## config.mk

```make
export PLATFORM = sky130hd
export DESIGN_NAME = prog_loader
export DESIGN_NICKNAME = d
export VERILOG_FILES = /design/src/rtl/prog_loader.sv
export SDC_FILE = /design/constraint.sdc
export NUM_CORES = 1
export LEC_CHECK = 0
export BUFFER_PORTS_ARGS = -buffer_cell sky130_fd_sc_hd__buf_2
export CORE_UTILIZATION = 59
export CTS_BUF_LIST = sky130_fd_sc_hd__clkbuf_2 sky130_fd_sc_hd__clkbuf_4 sky130_fd_sc_hd__clkbuf_8
export DETAILED_ROUTE_END_ITERATION = 10
export PLACE_DENSITY = 0.89
export SYNTH_ARGS = -nofsm -noshare
export SYNTH_HDL_FRONTEND = slang
export SYNTH_SLANG_ARGS = --single-unit
```

## constraint.sdc

```tcl
create_clock -name clk -period 3.5 [get_ports clk]
set_input_delay 0.175 -clock clk [delete_from_list [all_inputs] [get_ports clk]]
set_output_delay 0.175 -clock clk [all_outputs]
set_load 0.02 [all_outputs]
```

## src/rtl/prog_loader.sv

```systemverilog
// Byte-stream program loader: parses {base, count, payload} frames, writes
// big-endian words into instruction memory, then pulses start for the CPU.
module prog_loader #(
    parameter int unsigned MAX_WORDS = 1024,
    parameter int unsigned CNT_W     = 11
) (
    input  logic        clk,
    input  logic        rst,
    input  logic        in_valid,
    input  logic [7:0]  in_data,
    output logic        in_ready,
    input  logic        restart,
    output logic        imem_we,
    output logic [31:0] imem_addr,
    output logic [31:0] imem_wdata,
    output logic        start,
    output logic [31:0] address_start,
    output logic        busy,
    output logic        done,
    output logic        err
);

    typedef enum logic [2:0] {
        S_HDR_A, S_HDR_N, S_DATA, S_WR, S_GO, S_DONE, S_ERR
    } state_t;

    state_t           state_q, state_d;
    logic [1:0]       bcnt_q, bcnt_d;
    logic [23:0]      shift_q, shift_d;
    logic [31:0]      base_q, base_d;
    logic [CNT_W-1:0] n_q, n_d;
    logic [CNT_W-1:0] cnt_q, cnt_d;
    logic             ready_q, ready_d;
    logic             we_q, we_d;
    logic             start_q, start_d;
    logic             busy_q, busy_d;
    logic             done_q, done_d;
    logic             err_q, err_d;
    logic [31:0]      addr_q, addr_d;
    logic [31:0]      wdata_q, wdata_d;
    logic [31:0]      astart_q, astart_d;

    logic             accept;
    logic             last_byte;
    logic [31:0]      word;

    assign accept    = in_valid & ready_q;
    assign last_byte = accept & (bcnt_q == 2'd3);
    assign word      = {shift_q, in_data};

    always_comb begin
        state_d  = state_q;
        bcnt_d   = bcnt_q;
        shift_d  = shift_q;
        base_d   = base_q;
        n_d      = n_q;
        cnt_d    = cnt_q;
        addr_d   = addr_q;
        wdata_d  = wdata_q;
        astart_d = astart_q;

        // in_ready is only high in the three byte-consuming states
        if (accept) begin
            shift_d = word[23:0];
            bcnt_d  = bcnt_q + 2'd1;
        end

        case (state_q)
            S_HDR_A: begin
                if (last_byte) begin
                    base_d  = word;
                    state_d = (word[1:0] != 2'b00) ? S_ERR : S_HDR_N;
                end
            end
            S_HDR_N: begin
                if (last_byte) begin
                    n_d      = word[CNT_W-1:0];
                    astart_d = base_q;
                    if (word > 32'(MAX_WORDS)) begin
                        state_d = S_ERR;
                    end else if (word == '0) begin
                        state_d = S_GO;
                    end else begin
                        state_d = S_DATA;
                    end
                end
            end
            S_DATA: begin
                if (last_byte) begin
                    addr_d  = base_q + (32'(cnt_q) << 2);
                    wdata_d = word;
                    state_d = S_WR;
                end
            end
            S_WR: begin
                cnt_d   = cnt_q + CNT_W'(1);
                state_d = (cnt_q + CNT_W'(1) == n_q) ? S_GO : S_DATA;
            end
            S_GO: begin
                state_d = S_DONE;
            end
            S_DONE, S_ERR: begin
                if (restart) begin
                    state_d = S_HDR_A;
                    bcnt_d  = '0;
                    cnt_d   = '0;
                end
            end
            default: state_d = S_HDR_A;
        endcase

        // Outputs are decoded from the next state so they are registered alongside it
        ready_d = (state_d == S_HDR_A) || (state_d == S_HDR_N) || (state_d == S_DATA);
        we_d    = (state_d == S_WR);
        start_d = (state_d == S_GO);
        done_d  = (state_d == S_DONE);
        err_d   = (state_d == S_ERR);
        busy_d  = (state_d == S_HDR_N) || (state_d == S_DATA) || (state_d == S_WR) ||
                  (state_d == S_GO) || ((state_d == S_HDR_A) && (bcnt_d != 2'd0));
    end

    always_ff @(posedge clk or negedge rst) begin
        if (!rst) begin
            state_q  <= S_HDR_A;
            bcnt_q   <= '0;
            shift_q  <= '0;
            base_q   <= '0;
            n_q      <= '0;
            cnt_q    <= '0;
            ready_q  <= 1'b1;
            we_q     <= 1'b0;
            start_q  <= 1'b0;
            busy_q   <= 1'b0;
            done_q   <= 1'b0;
            err_q    <= 1'b0;
            addr_q   <= '0;
            wdata_q  <= '0;
            astart_q <= '0;
        end else begin
            state_q  <= state_d;
            bcnt_q   <= bcnt_d;
            shift_q  <= shift_d;
            base_q   <= base_d;
            n_q      <= n_d;
            cnt_q    <= cnt_d;
            ready_q  <= ready_d;
            we_q     <= we_d;
            start_q  <= start_d;
            busy_q   <= busy_d;
            done_q   <= done_d;
            err_q    <= err_d;
            addr_q   <= addr_d;
            wdata_q  <= wdata_d;
            astart_q <= astart_d;
        end
    end

    assign in_ready      = ready_q;
    assign imem_we       = we_q;
    assign imem_addr     = addr_q;
    assign imem_wdata    = wdata_q;
    assign start         = start_q;
    assign address_start = astart_q;
    assign busy          = busy_q;
    assign done          = done_q;
    assign err           = err_q;

endmodule
```

==> impl_metrics.json, run 1 <==
{
  "worstPathRequired_ps": 3890,
  "power.density_nw_per_um2": 806,
  "synth_simple_gate_area_share_pct": 14.2,
  "cts_resized": 0,
  "syn_avg_cell_area_sq_um": 11.0,
  "grt_use_total_pct": 28.7,
  "synthMuxAreaShare_pct": 13.2,
  "holdPathEnd": "imem_wdata[5]",
  "io_pins": 114,
  "r2r-start": "cnt_q[0]",
  "synth_compound_gate_area_share_pct": 7.69,
  "die_area_sq_um": 14500,
  "end_kind": "flip-flop",
  "clock_skew_ps": 11.7,
  "cts_tree": "yes",
  "fmax_mhz": 331,
  "power.share.clock_pct": 19.0,
  "finalNetCount": 890,
  "switching_share_pct": 39.2,
  "antenna_found_initial": 0,
  "regToRegSetupSlack_ps": 480,
  "synth_top_family_by_area": "simple AND/OR/NAND/NOR gates",
  "fp-row-count": 42,
  "antennaDiodeCount": 0,
  "cts_sinks": 185,
  "synth_seq_cells": 185,
  "place_congestion": 0.904,
  "cts_buffers": 17,
  "hp-class": "in -> reg",
  "coreArea_sq_um": 13500,
  "ctsRootBufferMaster": "clkbuf_8",
  "p_total_uw": 7630,
  "synth_xor_area_share_pct": 4.35,
  "cp_max_fo": 9,
  "drv_cap": 0,
  "fillerInstances": 967,
  "hpwl_mm": 13.5,
  "cts_max_path_buffers": 2,
  "reg2reg_depth": 10,
  "combPwrFrac_pct": 32.9,
  "finalSetupViolCount": 0,
  "syn2layout_area_growth_pct": 14.6,
  "synth_edf_count": 0,
  "first_global_vias": 6125,
  "p_int_uw": 4640,
  "placed_cells_incl_taps": 1014,
  "cts_setup_buffers": 0,
  "p_sw_uw": 2990,
  "synthArstFlopShare_pct": 100,
  "portBuffers": 113,
  "finalCritPeriodShare_pct": 86.4,
  "synth_area_sq_um": 8260,
  "status": "finished clean",
  "cts_htree_levels": 4,
  "vias_per_cell": 5.86,
  "die-height_um": 120,
  "worstSkewPairLatency_ps": 470,
  "leakage_uw": 0.00478,
  "hold_viol_final": 0,
  "synthFlopType": "dfrtp_1",
  "cp_data_arrival_time_ps": 3420,
  "first_pass_iters": 5,
  "maxSlewViolCount": 0,
  "hold_start": "in_data[5]",
  "yosysSeqAreaShare_pct": 56.1,
  "tightest_slew_ps": 793,
  "grt_pass1_wl_mm": 31.5,
  "overflow": 0,
  "layout_min_cycle_time_ps": 3020,
  "whs_path_depth": 3,
  "drt-initial-drc-count": 516,
  "synth_fa_ha_area_share_pct": 2.21,
  "synth_nets": 775,
  "seqPwrFrac_pct": 48.1,
  "drc": 0,
  "synth.distinct_cells": 57,
  "finalSetupTns_ps": 0,
  "antenna_left": 0,
  "routed-via-count": 6169,
  "wl_per_cell_um": 18.5,
  "clk_pin_slew_ps": 100,
  "wl_mm": 19.5,
  "ir_drop_mv": 0.567,
  "die_width_um": 120,
  "syn_inst": 749,
  "layoutNonFillerInstCount": 1053,
  "start_util_pct": 61.4,
  "start_kind": "flip-flop",
  "maxSlewHeadroom_pct": 46.9,
  "crit_type": "reg -> reg",
  "layout_commonest_cell": "dfrtp_1",
  "grt_start_max_net_pins": 86,
  "r2r-end": "imem_addr[22]",
  "layout_common_cells": "184 x dfrtp_1, 167 x nand2_1, 112 x buf_2",
  "rsz0062_at_grt": "false",
  "drive_gt1_share_pct": 30.2,
  "yosysWarnings": 0
}
-- through the flow --
| stage | hold slack [ps] | setup WS (ps) | utilization, % | cell area [sq um] |
|---|---|---|---|---|
| floorplan | -121 | 1080 | - | 8260 |
| CTS | 11.4 | 528 | 70.4 | 9470 |
| finish | 32.1 | 476 | 70.4 | 9470 |
| global route | 23.8 | 194 | 70.4 | 9470 |
| global placement | 272 | 759 | 66.8 | 8990 |
| detailed placement | 283 | 555 | 66.8 | 8990 |
-- cell families after synthesis --
family,count (synthesis)
fa+ha+maj,14
xor+xnor,41
simple gates,265
mux,97
buf+inv,42
flops,185
compound gates,105
-- worst max path at each step --
stage	start	to	slack [ps]	cells past startpoint
detailed placement	cnt_q[0]	imem_addr[22]	550	10
finish	cnt_q[0]	imem_addr[22]	480	10
CTS	cnt_q[0]	imem_addr[22]	530	10
global placement	cnt_q[0]	imem_addr[22]	760	10
global route	cnt_q[0]	imem_addr[24]	190	10
floorplan	cnt_q[0]	imem_addr[26]	1080	10
-- metal layers --
metal  up-vias  wire length (um)  global-route usage [%]
li1       2810                 -                       -
met3        36              1230                    6.65
met2       223              9400                    45.7
met1      3100              8440                    38.8
met5         -                 0                       0
met4         0               412                    9.88
-- state kept, by name (all words and copies together) (netlist names) --
register       count
n_q               11
done               1
start              1
in_ready           1
busy               1
address_start     32
imem_addr         32
cnt_q             11
imem_wdata        32
bcnt_q             2
base_q            32
err                1
shift_q           24
state_q            3
imem_we            1
-- worst max-delay path, cell delays in order, from the launching register on --
cell and delay (ps):
dfrtp_1 480, ha_1 240, inv_1 70, fa_1 390, nand2b_1 200, a21oi_1 240
o31ai_1 180, a211oi_2 570, o21ai_0 240, xor2_1 190, o21ai_0 150
-- cells in the mapped netlist, drive strengths merged, types with 2 or more instances --
cell type  count  area share, %
or4            2           0.18
nand3         18            1.2
a211oi         5           0.51
o211ai         3           0.27
nor2          28            1.4
nor3           9           0.55
o21ai         59            3.6
nand2        168            7.6
inv           10           0.45
nand4          6           0.53
buf            8           0.58
a21o           4           0.36
dfrtp        184             56
and3          11           0.97
o31ai          6           0.55
ha            13            2.0
or3            2           0.15
xor2          31            3.3
and2           3           0.24
nand2b         5           0.38
nor4          11           0.91
clkbuf        24            1.2
a21oi         15           0.95
a221o          2           0.24
mux2          96             13
xnor2         10            1.1
-- power groups by stage --
stage                     clock network, uW  registers, uW  logic (uW)
after floorplan                           0           3840        1350
after global placement                    0           3630        2370
after detailed placement                  0           3680        2490
after CTS                              1460           3650        2510
after global routing                   1550           3750        2730
final                                  1450           3670        2510
-- repair_timing --
item	CTS	global route
endpoints found under the setup margin	0	0
hold buffers	7	0
hold endpoints to repair	89	0
-- cell type report --
| class | instances | area (sq um) | area share [%] |
|---|---|---|---|
| clock inverter | 13 | 144 | 1.52 |
| sequential | 185 | 4630 | 48.9 |
| tap | 176 | 220 | 2.33 |
| timing repair buffer | 128 | 714 | 7.55 |
| inverter | 10 | 37.5 | 0.397 |
| clock buffer | 19 | 262 | 2.76 |
| multi-input combinational | 522 | 3460 | 36.5 |
Note: power is estimated with default switching activity, not from simulation.
==> run 2, diff against run 1 <==
Clock period 3.5 ns to 2.95 ns, I/O delays scaled along.
==> run 2 against run 1 <==
  * Maximum frequency increased by 13%
  * First-iteration DRC count decreased by 11%
  * Register-to-register slack got worse by 190 ps
  * Count of clock-buffer cells in the layout increased by 4
  * Critical path type unchanged
  * Critical endpoint is now imem_addr[18]
==> impl_metrics.json, run 2 (synthesized netlist as in run 1, its figures left out) <==
{
  "crit_type": "reg -> reg",
  "tightest_slew_ps": 869,
  "worstPathRequired_ps": 3280,
  "pre_cts_ws_ps": 277,
  "layout_min_cycle_time_ps": 2670,
  "maxSlewViolCount": 0,
  "cts_buffers": 17,
  "clk_pin_slew_ps": 90,
  "r2r-end": "imem_addr[18]",
  "fp-row-count": 42,
  "ir_drop_mv": 0.494,
  "maxSlewHeadroom_pct": 42.1,
  "place_congestion": 0.924,
  "syn2layout_area_growth_pct": 15.0,
  "post-route-worst-setup-slack_ps": 282,
  "die_area_sq_um": 14500,
  "hold_viol_final": 0,
  "grt_use_total_pct": 27.6,
  "layout_commonest_cell": "dfrtp_1",
  "ctsRootBufferMaster": "clkbuf_8",
  "cts_tree": "yes",
  "regToRegSetupSlack_ps": 280,
  "vias_per_cell": 5.81,
  "cts_setup_buffers": 0,
  "drt-initial-drc-count": 459,
  "finalSetupTns_ps": 0,
  "antennaDiodeCount": 0,
  "antenna_left": 0,
  "end_kind": "flip-flop",
  "fmax_mhz": 375,
  "whs_ps": 225,
  "finalSetupViolCount": 0,
  "wl_per_cell_um": 17.6,
  "cp_max_fo": 9,
  "coreArea_sq_um": 13500,
  "start_util_pct": 61.4,
  "drive_gt1_share_pct": 30.2,
  "clock_skew_ps": 15.9,
  "first_pass_iters": 5,
  "drv_cap": 0,
  "antenna_found_initial": 0,
  "placed_cells_incl_taps": 1015,
  "die_width_um": 120,
  "io_pins": 114,
  "power.density_nw_per_um2": 938,
  "layoutNonFillerInstCount": 1057,
  "worstSkewPairLatency_ps": 470,
  "drc": 0,
  "cp_data_arrival_time_ps": 3000,
  "layout_common_cells": "184 x dfrtp_1, 167 x nand2_1, 112 x buf_2",
  "cts_max_path_buffers": 2,
  "first_global_vias": 6003,
  "placed_area_sq_um": 9000,
  "portBuffers": 113,
  "cts_htree_levels": 4,
  "routed-via-count": 6137,
  "cts_sinks": 185,
  "wl_mm": 18.6,
  "grt_pass1_wl_mm": 30.8,
  "overflow": 0,
  "rsz0062_at_grt": "false",
  "start_kind": "flip-flop",
  "die-height_um": 120,
  "hpwl_mm": 12.7,
  "leakage_uw": 0.00479,
  "final_cell_area_sq_um": 9500,
  "finalCritPeriodShare_pct": 90.4,
  "r2r-start": "cnt_q[0]",
  "status": "finished clean",
  "reg2reg_depth": 11,
  "hp-class": "in -> async",
  "finalNetCount": 895,
  "grt_start_max_net_pins": 92
}
==> run 2: area by class of cell <==
type | count | area [sq um]
flip-flops and latches | 185 | 4630
clock inverters | 8 | 90.1
well taps | 176 | 220
multi-input cells | 522 | 3460
inverters | 10 | 37.5
clock buffers | 23 | 292
fillers | 968 | 3960
repair buffers | 133 | 762
==> run 2: worst max-delay path by stage <==
stage | startpoint | end | slack (ps) | depth (start not counted)
6_report | cnt_q[0] | imem_addr[18] | 280 | 11
5_1_grt | cnt_q[0] | imem_addr[26] | 30 | 11
4_1_cts | cnt_q[0] | busy | 240 | 8
3_5_place_dp | cnt_q[0] | busy | 280 | 8
3_3_place_gp | cnt_q[0] | busy | 420 | 8
2_1_floorplan | cnt_q[0] | imem_addr[26] | 530 | 10
==> run 2: critical path, cell delays in order (launching register included) <==
cell and delay (ps):
dfrtp_1 480, ha_1 240, inv_1 60, fa_1 390
nand2b_1 170, a21oi_1 230, o31ai_1 160, a211oi_2 190
buf_4 190, o211ai_1 140, xor2_1 180, o21ai_0 90
==> run 2: through the flow <==
step	power, uW	utilization [%]
after floorplan	6150	-
after global placement	7110	66.9
after detailed placement	7260	66.9
after CTS	8900	70.5
after global routing	9410	70.6
final	8900	70.6
==> run 2: routing by layer <==
layer  up-vias  share of wire (%)  global-route usage (%)
li1       2821                  -                       -
met1      3086                 46                    39.3
met2       204                 47                    43.4
met3        26                5.5                    5.05
met4         0                1.7                    8.80
met5         -                  0                       0
==> run 2: repair_timing <==
| item | CTS | global route |
|---|---|---|
| hold buffers | 11 | 0 |
| setup endpoints to repair | 0 | 1 |
| gates resized for setup | 0 | 1 |
| endpoints found under the hold margin | 74 | 0 |
==> run 2: power by group <==
part | leakage, uW | total (uW) | internal [uW] | switching [uW]
clock network | 0.000188 | 1630 | 756 | 876
registers | 0.00241 | 4330 | 3420 | 907
logic | 0.00219 | 2940 | 1290 | 1660
total | 0.00479 | 8900 | 5460 | 3440
==> run 3, diff against run 2 <==
Settings changed: ABC_AREA set to 1, CORE_UTILIZATION 59 to 55, PLACE_DENSITY 0.89 to 0.84.
==> run 3 against run 2 <==
  * The run now ends with DRC left
  * Clock power up 5%
  * Via count up 15%
  * Design area up 0.96%
  * Power up 8.7%
  * Die area up 8.4%
  * Sequential share of layout area down 0.46 points
==> impl_metrics.json, run 3 <==
{
  "syn_avg_cell_area_sq_um": 8.35,
  "portBuffers": 113,
  "status": "finished, violations left",
  "synth_area_sq_um": 8360,
  "die_area_sq_um": 15700,
  "pre_cts_ws_ps": 424,
  "end_kind": "flip-flop",
  "cp_data_arrival_time_ps": 2940,
  "post-route-worst-setup-slack_ps": 387,
  "coreArea_sq_um": 14700,
  "ir_drop_mv": 0.568,
  "place_congestion": 0.903,
  "start_util_pct": 56.9,
  "leakage_uw": 0.00501,
  "grtUsageMet3_pct": 4.66,
  "violations": "DRC",
  "routed-via-count": 7039,
  "syn_inst": 1001,
  "start_kind": "flip-flop",
  "clock_skew_ps": 17.6,
  "die-height_um": 125,
  "cts_tree": "yes",
  "cp_slowest_stage_delay_ps": 460,
  "wl_mm": 19.8,
  "finalSetupViolCount": 0,
  "placed_cells_incl_taps": 1271,
  "regToRegSetupSlack_ps": 390,
  "fillerInstances": 1254,
  "syn2layout_area_growth_pct": 14.6,
  "whs_ps": 96.0,
  "grt_start_max_net_pins": 88,
  "io_pins": 114,
  "synth_edf_count": 0,
  "critPathMostFrequentCell": "nand2_1",
  "synth_top_cell_by_area": "dfrtp_1",
  "holdBufCountCts": 8,
  "maxSlewViolCount": 0,
  "synth.distinct_cells": 33,
  "worstSkewPairLatency_ps": 490,
  "power.density_nw_per_um2": 1010,
  "use_met1_pct": 39.6,
  "grt-busiest-layer": "met2",
  "antenna_found_initial": 0,
  "clk_pin_slew_ps": 90,
  "multi_input_area_sq_um": 3170,
  "cts_htree_levels": 4,
  "grt_pass1_wl_mm": 33.1,
  "layout_min_cycle_time_ps": 2560,
  "seq_area_sq_um": 4630,
  "vias_per_cell": 5.37,
  "fp-row-count": 44,
  "grt_use_total_pct": 27.0,
  "worstPathRequired_ps": 3320,
  "rsz0062_at_grt": "false",
  "drv_cap": 0,
  "cts_buffers": 17,
  "layoutNonFillerInstCount": 1311,
  "cts_sinks": 185,
  "synth_top_area_share_pct": 55.1,
  "yosysWarnings": 0,
  "p_total_uw": 9670,
  "synthFlopType": "dfrtp_1",
  "ctsRootBufferMaster": "clkbuf_8",
  "first_global_vias": 6685,
  "crit_type": "reg -> reg",
  "worstPathCellList": "ha_1, inv_1, fa_1, nand3b_1, nand2_1, a21oi_1, o21ai_2, nand2_1, nor2_2, nand2_1, xor2_1, nand2_1, nand2_1",
  "use_met2_pct": 41.3,
  "hold_viol_final": 0,
  "cp_max_fo": 6,
  "drt-initial-drc-count": 610,
  "fmax_mhz": 390,
  "finalCritPeriodShare_pct": 86.9,
  "drive_gt1_share_pct": 15.7,
  "synth_nets": 1027,
  "maxSlewHeadroom_pct": 28.4,
  "cts_max_path_buffers": 2,
  "layout_common_cells": "333 x nand2_1, 184 x dfrtp_1, 140 x o21ai_0",
  "layout_commonest_cell": "nand2_1",
  "finalNetCount": 1140,
  "finalSetupTns_ps": 0,
  "overflow": 0,
  "yosysMostFrequentCell": "nand2_1",
  "hp-class": "in -> reg",
  "wl_per_cell_um": 15.1,
  "tightest_slew_ps": 1070,
  "synthTopCellsByCount": "334 x nand2_1, 184 x dfrtp_1, 140 x o21ai_0",
  "synth_seq_cells": 185,
  "drc": 5,
  "synthArstFlopShare_pct": 100,
  "cts_resized": 0,
  "die_width_um": 125,
  "first_pass_iters": 11,
  "antennaDiodeCount": 0,
  "worst_path_max_delay_cell": "dfrtp_1",
  "yosysSeqAreaShare_pct": 55.4,
  "ys_top_cells_by_area": "dfrtp_1 55%, nand2_1 15%, o21ai_0 8.4%",
  "cts_setup_buffers": 0,
  "antenna_left": 0,
  "hpwl_mm": 14.3
}
## run 3: through the flow
step,area (sq um),util (%)
after floorplan,8360,-
after global placement,9110,62.0
after detailed placement,9110,62.0
after CTS,9590,65.2
after global routing,9590,65.2
final,9590,65.2
## run 3: path summary, 6_finish.rpt
path / startpoint / cells after the start / endpoint
min reg2reg: address_start[8] / 2 / address_start[8]
min: in_data[3] / 3 / base_q[3]
max reg2reg: cnt_q[0] / 13 / imem_addr[30]
max: cnt_q[0] / 13 / imem_addr[30]
max in group asynchronous: rst / 3 / address_start[17]
min in group asynchronous: rst / 2 / base_q[30]
## run 3: logic make-up (layout without fill, tap and decap cells)
logic type               Yosys count  count (layout)  share of synthesized area (%)
AND/OR/NAND/NOR                  455             455                           22.5
AO/OA/AOI/OAI                    180             180                           11.1
flip-flops                       185             185                           55.4
XOR/XNOR                          18              18                           1.89
buffers and inverters            148             274                           6.78
adder cells (fa/ha/maj)           14              14                           2.18
multiplexers                       1               1                          0.120
## run 3: worst max-delay path, delay by kind of cell, from the launching register on
family | cells | cell delay (ps)
simple gates | 7 | 800
fa+ha+maj | 2 | 600
flops | 1 | 460
compound gates | 2 | 400
xor+xnor | 1 | 140
buf+inv | 1 | 60
## run 3: area by class of cell
cell class | instances | area share [%]
Inverter | 112 | 4.39
Sequential cell | 185 | 48.3
Clock buffer | 19 | 2.66
Tap cell | 184 | 2.40
Clock inverter | 13 | 1.50
Timing Repair Buffer | 130 | 7.64
Multi-Input combinational cell | 668 | 33.1
## run 3: routing by layer
metal | share of wire, % | vias up
met4 | 1.4 | 0
li1 | - | 3422
met5 | 0 | -
met2 | 45 | 259
met3 | 6.5 | 29
met1 | 47 | 3329
## run 3: power by group
part	switching, uW	internal, uW
Combinational	2450	1220
Clock	921	792
Sequential	790	3500
